==> src/rtl/hybrid_mem_arbiter_pkg.sv <==
// Shared types and constants for the hybrid cache memory arbiter.
package hybrid_cache_pkg;

  typedef enum logic [2:0] {IDLE, RD_ISSUE, RD_WAIT, WR, DONE} state_e;
  typedef enum logic {DCACHE = 1'b0, ICACHE = 1'b1} owner_e;

  localparam int unsigned DEF_DATABITS   = 32;
  localparam int unsigned DEF_BURSTBITS  = 2;
  localparam int unsigned LINE_WORDS     = 2**DEF_BURSTBITS;
  localparam int unsigned BYTES_PER_WORD = DEF_DATABITS/8;

  function automatic owner_e other_owner(input owner_e o);
    return (o == DCACHE) ? ICACHE : DCACHE;
  endfunction

endpackage

==> src/rtl/hybrid_mem_arbiter_if.sv <==
// Bundle of cache-engine and memory-side signals; master = the arbiter.
interface hybrid_mem_arbiter_if #(
  parameter int unsigned ADDRBITS  = 32,
  parameter int unsigned DATABITS  = 32,
  parameter int unsigned BURSTBITS = 2
);
  logic [ADDRBITS-1:0]  d_addr;
  logic                 d_rd;
  logic                 d_wr;
  logic [DATABITS-1:0]  d_wdata;
  logic                 d_grant;
  logic [BURSTBITS-1:0] d_beat;
  logic [DATABITS-1:0]  d_rdata;
  logic                 d_rdata_valid;
  logic                 d_done;

  logic [ADDRBITS-1:0]  i_addr;
  logic                 i_rd;
  logic                 i_grant;
  logic [BURSTBITS-1:0] i_beat;
  logic [DATABITS-1:0]  i_rdata;
  logic                 i_rdata_valid;
  logic                 i_done;

  logic [ADDRBITS-1:0]  mem_addr;
  logic [DATABITS-1:0]  mem_in;
  logic [DATABITS-1:0]  mem_out;
  logic                 mem_out_valid;
  logic                 mem_wrreq;
  logic                 mem_rdreq;

  modport master (
    input  d_addr, d_rd, d_wr, d_wdata, i_addr, i_rd, mem_out, mem_out_valid,
    output d_grant, d_beat, d_rdata, d_rdata_valid, d_done,
           i_grant, i_beat, i_rdata, i_rdata_valid, i_done,
           mem_addr, mem_in, mem_wrreq, mem_rdreq
  );

  modport slave (
    output d_addr, d_rd, d_wr, d_wdata, i_addr, i_rd, mem_out, mem_out_valid,
    input  d_grant, d_beat, d_rdata, d_rdata_valid, d_done,
           i_grant, i_beat, i_rdata, i_rdata_valid, i_done,
           mem_addr, mem_in, mem_wrreq, mem_rdreq
  );
endinterface

==> src/rtl/hybrid_mem_arbiter_rr_arb2.sv <==
// Two-way combinational picker; ties go to the client that was not last owner.
// HYBRID_ARB_DCACHE_PRIO_EN: ties always go to the dcache instead.
module rr_arb2
  import hybrid_cache_pkg::*;
(
  input  logic   req_dc_i,
  input  logic   req_ic_i,
  input  owner_e last_owner_i,
  output owner_e winner_o,
  output logic   valid_o
);

  always_comb begin
    valid_o  = req_dc_i | req_ic_i;
    winner_o = DCACHE;
    if (req_dc_i && req_ic_i) begin
`ifdef HYBRID_ARB_DCACHE_PRIO_EN
      winner_o = DCACHE;
`else
      winner_o = other_owner(last_owner_i);
`endif
    end else if (req_ic_i) begin
      winner_o = ICACHE;
    end
  end

`ifdef HYBRID_ARB_DCACHE_PRIO_EN
  logic unused_last;
  assign unused_last = (last_owner_i == ICACHE);
`endif

endmodule

==> src/rtl/hybrid_mem_arbiter.sv <==
// Shares one memory port between dcache (fill/writeback) and icache (fill), one line burst per grant.
// Tie policy is selected by HYBRID_ARB_DCACHE_PRIO_EN (see rr_arb2).
module hybrid_mem_arbiter
  import hybrid_cache_pkg::*;
#(
  parameter int unsigned ADDRBITS  = 32,
  parameter int unsigned DATABITS  = 32,
  parameter int unsigned BURSTBITS = 2
) (
  input logic                  clk,
  input logic                  reset_n,
  hybrid_mem_arbiter_if.master bus
);

  localparam int unsigned          BPW       = DATABITS/8;
  localparam logic [BURSTBITS-1:0] LAST_BEAT = '1;
  localparam logic [ADDRBITS-1:0]  LINE_MASK =
    {{(ADDRBITS-BURSTBITS-2){1'b1}}, {(BURSTBITS+2){1'b0}}};

  state_e               state_q, state_d;
  owner_e               owner_q, owner_d;
  owner_e               last_q, last_d;
  owner_e               winner;
  logic                 arb_valid;
  logic                 wr_q, wr_d;
  logic [ADDRBITS-1:0]  base_q, base_d;
  logic [BURSTBITS-1:0] beat_q, beat_d;
  logic                 active, d_own, rvalid;

  rr_arb2 u_arb (
    .req_dc_i    (bus.d_rd | bus.d_wr),
    .req_ic_i    (bus.i_rd),
    .last_owner_i(last_q),
    .winner_o    (winner),
    .valid_o     (arb_valid)
  );

  always_comb begin
    state_d = state_q;
    owner_d = owner_q;
    last_d  = last_q;
    wr_d    = wr_q;
    base_d  = base_q;
    beat_d  = beat_q;
    unique case (state_q)
      IDLE: if (arb_valid) begin
        owner_d = winner;
        wr_d    = (winner == DCACHE) && bus.d_wr;
        base_d  = ((winner == DCACHE) ? bus.d_addr : bus.i_addr) & LINE_MASK;
        beat_d  = '0;
        state_d = wr_d ? WR : RD_ISSUE;
      end
      RD_ISSUE: state_d = RD_WAIT;
      RD_WAIT: if (bus.mem_out_valid) begin
        beat_d  = beat_q + BURSTBITS'(1);
        state_d = (beat_q == LAST_BEAT) ? DONE : RD_ISSUE;
      end
      WR: begin
        beat_d = beat_q + BURSTBITS'(1);
        if (beat_q == LAST_BEAT) state_d = DONE;
      end
      DONE: begin
        last_d  = owner_q;
        state_d = IDLE;
      end
      default: state_d = IDLE;
    endcase
  end

  always_ff @(posedge clk) begin
    if (!reset_n) begin
      state_q <= IDLE;
      owner_q <= DCACHE;
      last_q  <= ICACHE;
      wr_q    <= 1'b0;
      base_q  <= '0;
      beat_q  <= '0;
    end else begin
      state_q <= state_d;
      owner_q <= owner_d;
      last_q  <= last_d;
      wr_q    <= wr_d;
      base_q  <= base_d;
      beat_q  <= beat_d;
    end
  end

  // Outputs decode from registered state only, so reset clears them at the same edge.
  assign active = (state_q == RD_ISSUE) || (state_q == RD_WAIT) || (state_q == WR);
  assign d_own  = (owner_q == DCACHE);
  assign rvalid = (state_q == RD_WAIT) && bus.mem_out_valid;

  assign bus.d_grant       = active && d_own;
  assign bus.i_grant       = active && !d_own;
  assign bus.d_beat        = beat_q;
  assign bus.i_beat        = beat_q;
  assign bus.d_rdata       = bus.mem_out;
  assign bus.i_rdata       = bus.mem_out;
  assign bus.d_rdata_valid = rvalid && d_own;
  assign bus.i_rdata_valid = rvalid && !d_own;
  assign bus.d_done        = (state_q == DONE) && d_own;
  assign bus.i_done        = (state_q == DONE) && !d_own;

  assign bus.mem_addr  = active ? base_q + ADDRBITS'(beat_q) * ADDRBITS'(BPW) : '0;
  assign bus.mem_in    = (state_q == WR) ? bus.d_wdata : '0;
  assign bus.mem_wrreq = (state_q == WR);
  assign bus.mem_rdreq = (state_q == RD_ISSUE);

endmodule

==> src/flat_wrapper.sv <==
// flat-port wrapper written by rule: the top's interface ports become plain ports
module hybrid_mem_arbiter_flat import hybrid_cache_pkg::*;
#(
  parameter int unsigned ADDRBITS  = 32,
  parameter int unsigned DATABITS  = 32,
  parameter int unsigned BURSTBITS = 2
)
  (clk, reset_n, bus_d_addr, bus_d_rd, bus_d_wr, bus_d_wdata, bus_i_addr, bus_i_rd, bus_mem_out, bus_mem_out_valid, bus_d_grant, bus_d_beat, bus_d_rdata, bus_d_rdata_valid, bus_d_done, bus_i_grant, bus_i_beat, bus_i_rdata, bus_i_rdata_valid, bus_i_done, bus_mem_addr, bus_mem_in, bus_mem_wrreq, bus_mem_rdreq);
  hybrid_mem_arbiter_if #(.ADDRBITS(ADDRBITS), .DATABITS(DATABITS), .BURSTBITS(BURSTBITS)) bus_i ();
  input logic clk;
  input logic reset_n;
  input wire logic [$bits(bus_i.d_addr)-1:0] bus_d_addr;
  input wire logic [$bits(bus_i.d_rd)-1:0] bus_d_rd;
  input wire logic [$bits(bus_i.d_wr)-1:0] bus_d_wr;
  input wire logic [$bits(bus_i.d_wdata)-1:0] bus_d_wdata;
  input wire logic [$bits(bus_i.i_addr)-1:0] bus_i_addr;
  input wire logic [$bits(bus_i.i_rd)-1:0] bus_i_rd;
  input wire logic [$bits(bus_i.mem_out)-1:0] bus_mem_out;
  input wire logic [$bits(bus_i.mem_out_valid)-1:0] bus_mem_out_valid;
  output wire logic [$bits(bus_i.d_grant)-1:0] bus_d_grant;
  output wire logic [$bits(bus_i.d_beat)-1:0] bus_d_beat;
  output wire logic [$bits(bus_i.d_rdata)-1:0] bus_d_rdata;
  output wire logic [$bits(bus_i.d_rdata_valid)-1:0] bus_d_rdata_valid;
  output wire logic [$bits(bus_i.d_done)-1:0] bus_d_done;
  output wire logic [$bits(bus_i.i_grant)-1:0] bus_i_grant;
  output wire logic [$bits(bus_i.i_beat)-1:0] bus_i_beat;
  output wire logic [$bits(bus_i.i_rdata)-1:0] bus_i_rdata;
  output wire logic [$bits(bus_i.i_rdata_valid)-1:0] bus_i_rdata_valid;
  output wire logic [$bits(bus_i.i_done)-1:0] bus_i_done;
  output wire logic [$bits(bus_i.mem_addr)-1:0] bus_mem_addr;
  output wire logic [$bits(bus_i.mem_in)-1:0] bus_mem_in;
  output wire logic [$bits(bus_i.mem_wrreq)-1:0] bus_mem_wrreq;
  output wire logic [$bits(bus_i.mem_rdreq)-1:0] bus_mem_rdreq;
  assign bus_i.d_addr = bus_d_addr;
  assign bus_i.d_rd = bus_d_rd;
  assign bus_i.d_wr = bus_d_wr;
  assign bus_i.d_wdata = bus_d_wdata;
  assign bus_i.i_addr = bus_i_addr;
  assign bus_i.i_rd = bus_i_rd;
  assign bus_i.mem_out = bus_mem_out;
  assign bus_i.mem_out_valid = bus_mem_out_valid;
  assign bus_d_grant = bus_i.d_grant;
  assign bus_d_beat = bus_i.d_beat;
  assign bus_d_rdata = bus_i.d_rdata;
  assign bus_d_rdata_valid = bus_i.d_rdata_valid;
  assign bus_d_done = bus_i.d_done;
  assign bus_i_grant = bus_i.i_grant;
  assign bus_i_beat = bus_i.i_beat;
  assign bus_i_rdata = bus_i.i_rdata;
  assign bus_i_rdata_valid = bus_i.i_rdata_valid;
  assign bus_i_done = bus_i.i_done;
  assign bus_mem_addr = bus_i.mem_addr;
  assign bus_mem_in = bus_i.mem_in;
  assign bus_mem_wrreq = bus_i.mem_wrreq;
  assign bus_mem_rdreq = bus_i.mem_rdreq;
  hybrid_mem_arbiter #(.ADDRBITS(ADDRBITS), .DATABITS(DATABITS), .BURSTBITS(BURSTBITS)) u_core (.clk(clk), .reset_n(reset_n), .bus(bus_i));
endmodule
==> config.mk <==
export PLATFORM = sky130hd
export DESIGN_NAME = hybrid_mem_arbiter_flat
export DESIGN_NICKNAME = d
export VERILOG_FILES = /design/src/rtl/hybrid_mem_arbiter_pkg.sv /design/src/rtl/hybrid_mem_arbiter_if.sv /design/src/rtl/hybrid_mem_arbiter_rr_arb2.sv /design/src/rtl/hybrid_mem_arbiter.sv /design/src/flat_wrapper.sv
export SDC_FILE = /design/constraint.sdc
export NUM_CORES = 1
export LEC_CHECK = 0
export ABC_CLOCK_PERIOD_IN_PS = 4500
export CORE_AREA = 3 3 104 106
export DETAILED_ROUTE_END_ITERATION = 7
export DIE_AREA = 0 0 107 109
export PLACE_DENSITY = 0.74
export SLEW_MARGIN = 20
export SYNTH_ARGS = -nofsm -noshare
export SYNTH_HDL_FRONTEND = slang
export SYNTH_SLANG_ARGS = --single-unit
==> constraint.sdc <==
create_clock -name clk -period 4.5 [get_ports clk]
set_input_delay 0.45 -clock clk [delete_from_list [all_inputs] [get_ports clk]]
set_output_delay 0.45 -clock clk [all_outputs]
set_load 0.02 [all_outputs]
## Yosys cells after proc, flatten, opt, wreduce, memory -nomap -nowiden

Cells that the tools add are included.

| cells by class | value |
|---|---|
| reductions and logical operators | 16 |
| div/mod/pow operators | 0 |
| eq/ne operators | 8 |
| add/subtract/negate cells | 2 |
| multipliers | 0 |
| order comparisons | 0 |
| mux-type cells | 15 |
| shift operators | 0 |
| bitwise operators | 4 |

Operators with widths:

| kind | count |
|---|---|
| two-way mux 32 bit | 3 |
| adder 32 x 4 -> 32 bit | 1 |
| two-way mux 3 bit | 4 |
| case mux 3 bit (4 select lines) | 1 |
| logical AND 1 bit | 9 |
| == test 3 x 2 -> 1 bit, second input constant | 2 |
| two-way mux 2 bit | 3 |
| case mux 2 bit (3 select lines) | 1 |
| AND reduction 3 bit | 2 |
| inequality test 2 x 1 -> 1 bit, second input constant | 2 |
| == test 3 x 1 -> 1 bit, second input constant | 1 |
| == test 3 bit, second input constant | 1 |
| zero test 3 bit | 1 |
| two-way mux 1 bit | 3 |
| nonzero test 3 bit | 1 |
| adder 2 x 1 -> 2 bit, second input constant | 1 |
| == test 2 bit, second input constant | 1 |
| logical OR 1 bit | 2 |
| inequality test 2 bit, second input constant | 1 |
| inverter 1 bit | 2 |
| OR 1 bit | 2 |
| AND reduction 2 bit | 1 |

| word-level totals | value |
|---|---|
| ROM bits | 0 |
| bits in writable memories | 0 |
| memories | 0 |
| word-level logic and storage cells | 50 |
| output and inout bits | 140 |
| input port bits | 134 |
| register bits | 35 |
| bits in latches | 0 |

## Depth between registers and ports, before layout

Gate-level depths: netlist (run 1).

| logic depth | value |
|---|---|
| word-level depth | 8 |
| mapped depth | 7 |
| gate-level depth less buffers | 4 |

## By module

Synthesis (run 1) repeated with hierarchy kept, for this count alone.

| second synthesis, totals | value |
|---|---|
| cells, all modules | 316 |
| area, all modules | 2,670.1 µm² |

Modules (own cells, without submodules):

| module | times used | seq. area each (µm²) | area each (µm²) | cells an instance |
|---|---|---|---|---|
| hybrid_mem_arbiter | 1 | 700.7 | 2,656.3 | 314 |
| rr_arb2 | 1 | 0.0 | 13.8 | 2 |

## Least setup slack after synthesis (run 1)

No wires, ideal clock.

| timing | value |
|---|---|
| kind | reg-to-output |
| from | reg u_core.state_q[2] |
| to | out bus_d_rdata_valid |
| data arrival time | 1.374 ns |
| required time | 4.050 ns |
| path buffers | 1 |
| path slack | 2.676 ns |
| stages on the path, launching flop included | 4 |
| cell sequence | dfxtp_1 buf_6 nand2b_1 nor4b_1 |

| between the ends | value |
|---|---|
| cells in the longest elaborated chain, start to end | 3 |

Ends and longest elaborated chain:

| what | RTL line | text |
|---|---|---|
| start, declared | hybrid_mem_arbiter.sv:20 | `state_e state_q, state_d;` |
| start signal, assigned | hybrid_mem_arbiter.sv:79 | `state_q <= state_d;` |
| == test 3 x 2 -> 1 bit | hybrid_mem_arbiter.sv:91 | `assign rvalid = (state_q == RD_WAIT) && bus.mem_out_valid;` |
| logical AND 1 bit | hybrid_mem_arbiter.sv:91 |  |
| logical AND 1 bit | hybrid_mem_arbiter.sv:99 | `assign bus.d_rdata_valid = rvalid && d_own;` |
| end, declared | flat_wrapper.sv:23 | `output wire logic [$bits(bus_i.d_rdata_valid)-1:0] bus_d_rdata_valid;` |

No other way between the ends.

## Worst setup path after layout (run 1)

| timing | value |
|---|---|
| from | reg u_core.state_q[0] |
| to | out bus_mem_addr[20] |

| between the ends | value |
|---|---|
| cells in the longest elaborated chain, start to end | 4 |
| elaborated cells on any way between the ends | 6 |
| classes of those cells | eq/ne (3); mux (1); reduce/logical (2) |

Ends and longest elaborated chain:

| what | RTL line | text |
|---|---|---|
| == test 3 x 1 -> 1 bit / == test 3 x 2 -> 1 bit (equally long branches) | hybrid_mem_arbiter.sv:89 | `assign active = (state_q == RD_ISSUE) \|\| (state_q == RD_WAIT) \|\| (state_q == WR);` |
| logical OR 1 bit | hybrid_mem_arbiter.sv:89 |  |
| logical OR 1 bit (*) | hybrid_mem_arbiter.sv:89 |  |
| two-way mux 32 bit (*) | hybrid_mem_arbiter.sv:104 | `assign bus.mem_addr = active ? base_q + ADDRBITS'(beat_q) * ADDRBITS'(BPW) : '0;` |
| end, declared | flat_wrapper.sv:30 | `output wire logic [$bits(bus_i.mem_addr)-1:0] bus_mem_addr;` |

Mark *: on every way between the ends. The rest lies on a longest branch, timed or not.

==> results.ini, run 1 <==
[sta]
timing.fmax_mhz = 291
maxSlewViolCount = 0
final-hold-violation-count = 0
finalCriticalPeriod_ns = 3.44
fin_tns_setup_ns = 0
final_skew_ns = 0.0150
slew-limit-headroom_pct = 38.5
setup_violations = 0
timing.final.crit_share_pct = 76.4
worst_max_slew_pin_slew_ns = 0.922
grt_setup_unrepaired = false

[floorplan]
floorplan.initialDensity_pct = 29.4
design.core.area_um2 = 9860
die_area_um2 = 11700
pin_count = 274
num_rows = 36
die_y_um = 109
die_width_um = 107

[synth]
dominantRegCellSynth = dfxtp_1
syn-mean-instance-area_um2 = 8.15
ys.warnings.count = 0
ys_seq_area_share_pct = 24.2
post_synth_instance_area_um2 = 2900
synth_enable_flop_cells = 0
syn_inst = 356
synthArstFlopShare_pct = 0
synth.ff_latch_count = 35
netlist-cell-type-count = 34

[drt]
remaining_drc_errors = 0
wl_mm = 10.6
wire_per_inst_um = 18.7
detail_route.first_pass.iterations = 4
drt_first_iter_violations = 189
via_per_inst = 5.07
via_total_after_detailed_routing = 2874
remaining_antenna_violation_count = 0

[cts]
clkLatencyLatePin_ns = 0.28
cts_hold_buf = 0
cts_tree = built
clock_sink_count = 35
cts_root_buffer = clkbuf_8
cts_max_path_buffers = 2
cts_resized = 0
htreeDepth = 2
cts-buffers-inserted = 5
clk_transition_reported_paths_ns = 0.06
postCtsSetupBuffers = 0

[final_layout]
fraction_of_final_layout_cells_sized_beyond_drive_strength_1_pct = 4.15
most-common-layout-cells = clkdlybuf4s50_1 (167), and3_1 (61), dfxtp_1 (35)
most_common_cell_after_layout_fill_and_taps_aside = clkdlybuf4s50_1
synthToLayoutAreaGrowth_pct = 46.0
fillers = 956
multiInputGateArea_um2 = 1530
utilization_pct = 42.9
seq_area_um2 = 701
fin_nets = 568
final_cells = 567
antenna_cells_inserted = 0

[setup_path]
timing.critical_path.slowest_stage_cell = dfxtp_1
crit_type = reg -> out
crit_fanout = 41
cp.buffers_inverters = 2
crit_path_cell_trace = nor2_1 -> nor2_2 -> buf_4 -> and2_1 -> clkdlybuf4s50_1
arrival_ns = 2.99
timing.critical_path.to_type = output port
start_kind = register
worst_path_dominant_cell_family = buffers and inverters
crit_required_ns = 4.05
slowest_delay_ns = 0.92

[grt]
grt-ovfl-total = 0
largest_net_degree_at_the_start_of_global_routing = 60
grt_pass1_vias = 2835
antenna_violations_before_repair = 0
global_route.usage.total_pct = 16.9
grt_first_pass_wirelength_mm = 15.4

[flow_run]
cap_violations = 0

[placed_design]
routabilityCongestion = 0.807
dpl.cell_count = 558
port-buffer-count = 167
dp.final_hpwl_mm = 7.82

[pwr]
seq_power_share_pct = 35.4
power_report.internal_total_w = 0.000708
pwr-share-comb_pct = 43.9
irDropWorstVdd_mv = 0.143
clkPwrFrac_pct = 20.7
total_leakage_power_nw = 1.81
p_sw_w = 0.000366
switching_share_pct = 34.1
p_per_area_nw_per_um2 = 254

[run_status]
status = finished, final reports clean

[hold_path]
timing.hold.worst.class = reg -> reg

layout make-up:
class,instances,share of cell area [%]
Timing Repair Buffer,174,41.2
Clock buffer,7,1.80
Inverter,2,0.177
Tap cell,133,3.93
Sequential cell,35,16.5
Multi-Input combinational cell,215,36.2
Clock inverter,1,0.118
through the flow:
| step | cell area [um2] | hold WS, ns | power, W | worst slack [ns] |
|---|---|---|---|---|
| floorplan | 2900 | 0.446 | 0.000724 | 2.68 |
| global placement | 4130 | 0.527 | 0.000850 | 1.34 |
| detailed placement | 4130 | 0.530 | 0.000856 | 1.32 |
| CTS | 4210 | 0.547 | 0.00109 | 1.02 |
| global route | 4230 | 0.581 | 0.00114 | 0.790 |
| finish | 4230 | 0.542 | 0.00107 | 1.06 |
registers in the layout, summed over array words and instances, names as in the netlist:
name	count
u_core.base_q	28
u_core.state_q	3
u_core.bus.d_beat	2
u_core.last_q	1
u_core.owner_q	1
synth_stat cells (all sizes together), types with 2 or more instances:
library cell  count  area, um2
a211o             2       17.5
a21boi           28        210
a21oi             4       20.0
and2             32        200
and3             61        382
buf              73        561
clkbuf           32        120
dfxtp            35        701
inv               2       7.51
nand2             2       7.51
nand2b            2       12.5
nor2              5       18.8
nor3              2       10.0
o21ai             2       10.0
o21bai           28        210
o221ai            2       17.5
o311a            28        280
or2               2       12.5
or3               2       12.5
final timing paths:
check	from	endpoint	slack, ns	depth (start not counted)
worst max-delay path	u_core.state_q[0]$_SDFFE_PN0P_	bus_mem_addr[20]	1.06	5
worst min-delay path	u_core.last_q$_SDFFE_PN1N_	u_core.last_q$_SDFFE_PN1N_	0.54	1
worst max register to register	u_core.state_q[0]$_SDFFE_PN0P_	u_core.base_q[20]$_SDFFE_PN0P_	2.32	3
worst min register to register	u_core.last_q$_SDFFE_PN1N_	u_core.last_q$_SDFFE_PN1N_	0.54	1
worst reg2reg max path, cell delays in order, from the launching register on:
cell	delay (ns)
dfxtp_1	0.61
or3_1	0.47
or2_2	0.53
o311a_1	0.47
cells by family (layout without fill, tap and decap cells):
logic type / after synthesis / after routing / synth area share, %
buffers and inverters: 107 / 184 / 23.7
other: 1 / 2 / 0.129
adder cells (fa/ha/maj): 1 / 1 / 0.431
AND/OR/NAND/NOR: 116 / 116 / 24.7
flip-flops: 35 / 35 / 24.2
AO/OA/AOI/OAI: 96 / 96 / 26.9
routing by layer:
| layer | global-route usage [%] | part of all wire [%] |
|---|---|---|
| met1 | 19.3 | 38 |
| met2 | 30.8 | 52 |
| met3 | 5.03 | 9.6 |
| met4 | 4.11 | 0.82 |
| met5 | 0 | 0 |
power by group through the flow:
stage / registers, W / logic, W / clock network [W]
after floorplan: 0.000371 / 0.000353 / 0
after global placement: 0.000384 / 0.000466 / 0
after detailed placement: 0.000386 / 0.000470 / 0
after CTS: 0.000379 / 0.000473 / 0.000234
after global routing: 0.000386 / 0.000505 / 0.000245
final: 0.000380 / 0.000472 / 0.000222
Note: power is estimated with default switching activity, not from simulation.
==> inputs of run 2 (changes only) <==
--- a/config.mk
+++ b/config.mk
@@ -5,11 +5,11 @@
 export SDC_FILE = /design/constraint.sdc
 export NUM_CORES = 1
 export LEC_CHECK = 0
-export ABC_CLOCK_PERIOD_IN_PS = 4500
-export CORE_AREA = 3 3 104 106
+export ABC_CLOCK_PERIOD_IN_PS = 2900
+export CORE_MARGIN = 3
+export CORE_UTILIZATION = 28
 export DETAILED_ROUTE_END_ITERATION = 7
-export DIE_AREA = 0 0 107 109
-export PLACE_DENSITY = 0.74
+export PLACE_DENSITY = 0.75
 export SLEW_MARGIN = 20
 export SYNTH_ARGS = -nofsm -noshare
 export SYNTH_HDL_FRONTEND = slang
==> constraint.sdc (replaced) <==
create_clock -name clk -period 2.9 [get_ports clk]
set_input_delay 0.29 -clock clk [delete_from_list [all_inputs] [get_ports clk]]
set_output_delay 0.29 -clock clk [all_outputs]
set_load 0.02 [all_outputs]
==> run 2 against run 1 <==
  * Sequential power rose by 51%
  * Via count fell by 0.42%
  * Worst hold slack gained 0.027 ns
  * Die area is 0.41% lower
  * Power increased by 55%
  * Sequential share of layout area barely moved
  * Clock-buffer cell count unchanged
  * Clock power rose by 57%
  * Flip-flop and latch count unchanged
  * Largest cell class unchanged
  * Largest power group unchanged
==> results.ini, run 2 (synthesis gave the netlist of run 1 again) <==
[sta]
timing.fmax_mhz = 418
grt_setup_unrepaired = false  ; unchanged
finalCriticalPeriod_ns = 2.39
worst_max_slew_pin_slew_ns = 1.03  ; was 0.922 ns
maxSlewViolCount = 0  ; unchanged
setup_violations = 0  ; unchanged
final_skew_ns = 0.00739  ; was 0.0150 ns
final-hold-violation-count = 0  ; unchanged
slew-limit-headroom_pct = 31.0  ; was 38.5%
timing.final.crit_share_pct = 82.5
fin_tns_setup_ns = 0  ; unchanged

[pwr]
seq_power_share_pct = 34.5  ; was 35.4%
pwr-share-comb_pct = 44.6  ; was 43.9%
report.power.total_w = 0.00167  ; was 0.00107 W
switching_share_pct = 34.0  ; was 34.1%
p_sw_w = 0.000567  ; was 0.000366 W
power_report.internal_total_w = 0.00110  ; was 0.000708 W
irDropWorstVdd_mv = 0.171  ; was 0.143 mV
p_per_area_nw_per_um2 = 394  ; was 254 nW/um2
clkPwrFrac_pct = 20.9  ; was 20.7%
total_leakage_power_nw = 1.82  ; was 1.81 nW

[final_layout]
synthToLayoutAreaGrowth_pct = 45.7  ; was 46.0%
final_area_um2 = 4230  ; about the same
most-common-layout-cells = clkdlybuf4s50_1 (166), and3_1 (61), dfxtp_1 (35)  ; was clkdlybuf4s50_1 (167), and3_1 (61), dfxtp_1 (35)
regMostFlops = u_core.base_q  ; unchanged
fraction_of_final_layout_cells_sized_beyond_drive_strength_1_pct = 4.82  ; was 4.15%
fin_nets = 570  ; was 568
antenna_cells_inserted = 0  ; unchanged
largest_reg_flops = 28  ; unchanged
most_common_cell_after_layout_fill_and_taps_aside = clkdlybuf4s50_1  ; unchanged
fillers = 969  ; was 956

[cts]
cts_tree = built  ; unchanged
cts-buffers-inserted = 5  ; unchanged
cts_resized = 0  ; unchanged
cts_root_buffer = clkbuf_8  ; unchanged
htreeDepth = 2  ; unchanged
clk_transition_reported_paths_ns = 0.07  ; was 0.06 ns
cts_hold_buf = 0  ; unchanged
clock_sink_count = 35  ; unchanged
clkLatencyLatePin_ns = 0.28  ; about the same
postCtsSetupBuffers = 0  ; unchanged
cts_max_path_buffers = 2  ; unchanged

[placed_design]
routabilityCongestion = 0.732  ; was 0.807
dpl_cell_area_um2 = 4150  ; was 4130 um2
dp.final_hpwl_mm = 7.65  ; was 7.82 mm
port-buffer-count = 167  ; unchanged

[setup_path]
arrival_ns = 2.10  ; was 2.99 ns
crit_type = reg -> out  ; unchanged
slowest_delay_ns = 0.64  ; was 0.92 ns
crit_path_cell_trace = nor2b_2 -> buf_4 -> and3_1 -> clkdlybuf4s50_1  ; was nor2_1 -> nor2_2 -> buf_4 -> and2_1 -> clkdlybuf4s50_1
timing.critical_path.slowest_stage_cell = clkdlybuf4s50_1  ; was dfxtp_1
start_kind = register  ; unchanged
timing.critical_path.to_type = output port  ; unchanged
crit_required_ns = 2.61  ; was 4.05 ns
crit_fanout = 34  ; was 41

[grt]
grt_first_pass_wirelength_mm = 15.8  ; was 15.4 mm
global_route.usage.total_pct = 17.1  ; was 16.9%
antenna_violations_before_repair = 0  ; unchanged
largest_net_degree_at_the_start_of_global_routing = 59  ; was 60
grt-ovfl-total = 0  ; unchanged
grt_pass1_vias = 2943  ; was 2835

[drt]
drt_first_iter_violations = 190  ; was 189
remaining_antenna_violation_count = 0  ; unchanged
wl_mm = 10.5  ; was 10.6 mm
via_total_after_detailed_routing = 2862  ; was 2874
remaining_drc_errors = 0  ; unchanged
via_per_inst = 5.03  ; was 5.07
wire_per_inst_um = 18.4  ; was 18.7 um
detail_route.first_pass.iterations = 4  ; unchanged

[flow_run]
cap_violations = 0  ; unchanged

[floorplan]
die_area_um2 = 11600  ; was 11700 um2
num_rows = 36  ; unchanged
die_y_um = 108  ; was 109 um
pin_count = 274  ; unchanged
floorplan.initialDensity_pct = 29.3  ; was 29.4%
design.core.area_um2 = 9910  ; was 9860 um2
die_width_um = 108  ; was 107 um

[hold_path]
timing.hold.worst.class = reg -> reg  ; unchanged

[run_status]
status = finished, final reports clean  ; unchanged

[run 2: cell types whose count changed in the layout (fill, tap and decap cells not counted)]
cell             before  now
buf_4                 6    9
or2_1                 0    1
buf_2                 0    1
clkdlybuf4s50_1     167  166
nor2b_2               0    1
nor2b_1               1    0
or2_2                 2    1
buf_16                1    0
[run 2: power by group through the flow]
stage	Sequential, W	Clock, W	Combinational [W]
3_3_place_gp	0.000583	0	0.000740
4_1_cts	0.000574	0.000366	0.000752
2_1_floorplan	0.000576	0	0.000547
5_1_grt	0.000582	0.000385	0.000806
3_5_place_dp	0.000584	0	0.000749
6_report	0.000575	0.000348	0.000744
[run 2: critical path, delay by kind of cell (launching register included)]
| kind | cells | cell delay, ns |
|---|---|---|
| buffers and inverters | 2 | 0.92 |
| and+or+nand+nor | 2 | 0.44 |
| DFF | 1 | 0.47 |
[run 2: final timing paths]
check                                     from                                end  slack, ns  depth (start not counted)
max             u_core.state_q[1]$_SDFFE_PN0P_                      bus_mem_in[7]       0.51                          4
min          u_core.bus.d_beat[0]$_SDFFE_PN0P_  u_core.bus.d_beat[0]$_SDFFE_PN0P_       0.57                          2
max reg2reg     u_core.state_q[0]$_SDFFE_PN0P_      u_core.base_q[9]$_SDFFE_PN0P_       0.78                          4
min reg2reg  u_core.bus.d_beat[0]$_SDFFE_PN0P_  u_core.bus.d_beat[0]$_SDFFE_PN0P_       0.57                          2
[run 2: layout make-up]
class / count / area (um2) / share of cell area [%]
well taps: 133 / 166 / 3.94
flip-flops and latches: 35 / 701 / 16.6
clock inverters: 1 / 5.00 / 0.118
repair buffers: 176 / 1730 / 41.0
multi-input cells: 215 / 1540 / 36.4
inverters: 2 / 7.51 / 0.178
clock buffers: 7 / 76.3 / 1.81
[run 2: routing by layer]
metal / share of wire (%) / up-vias / GRT usage [%]
met3: 8.9 / 6 / 5.64
met2: 50 / 154 / 29.9
met4: 0.60 / 0 / 3.07
li1: - / 1358 / -
met1: 40 / 1344 / 20.5
met5: 0 / - / 0
[run 2: stage by stage]
step	util [%]	hold WS (ns)	instances	setup WS, ns
finish	42.7	0.569	569	0.508
CTS	42.7	0.561	569	0.529
detailed placement	41.8	0.551	561	0.600
floorplan	-	0.446	357	1.09
global route	42.7	0.580	569	0.402
global placement	41.8	0.526	561	0.668
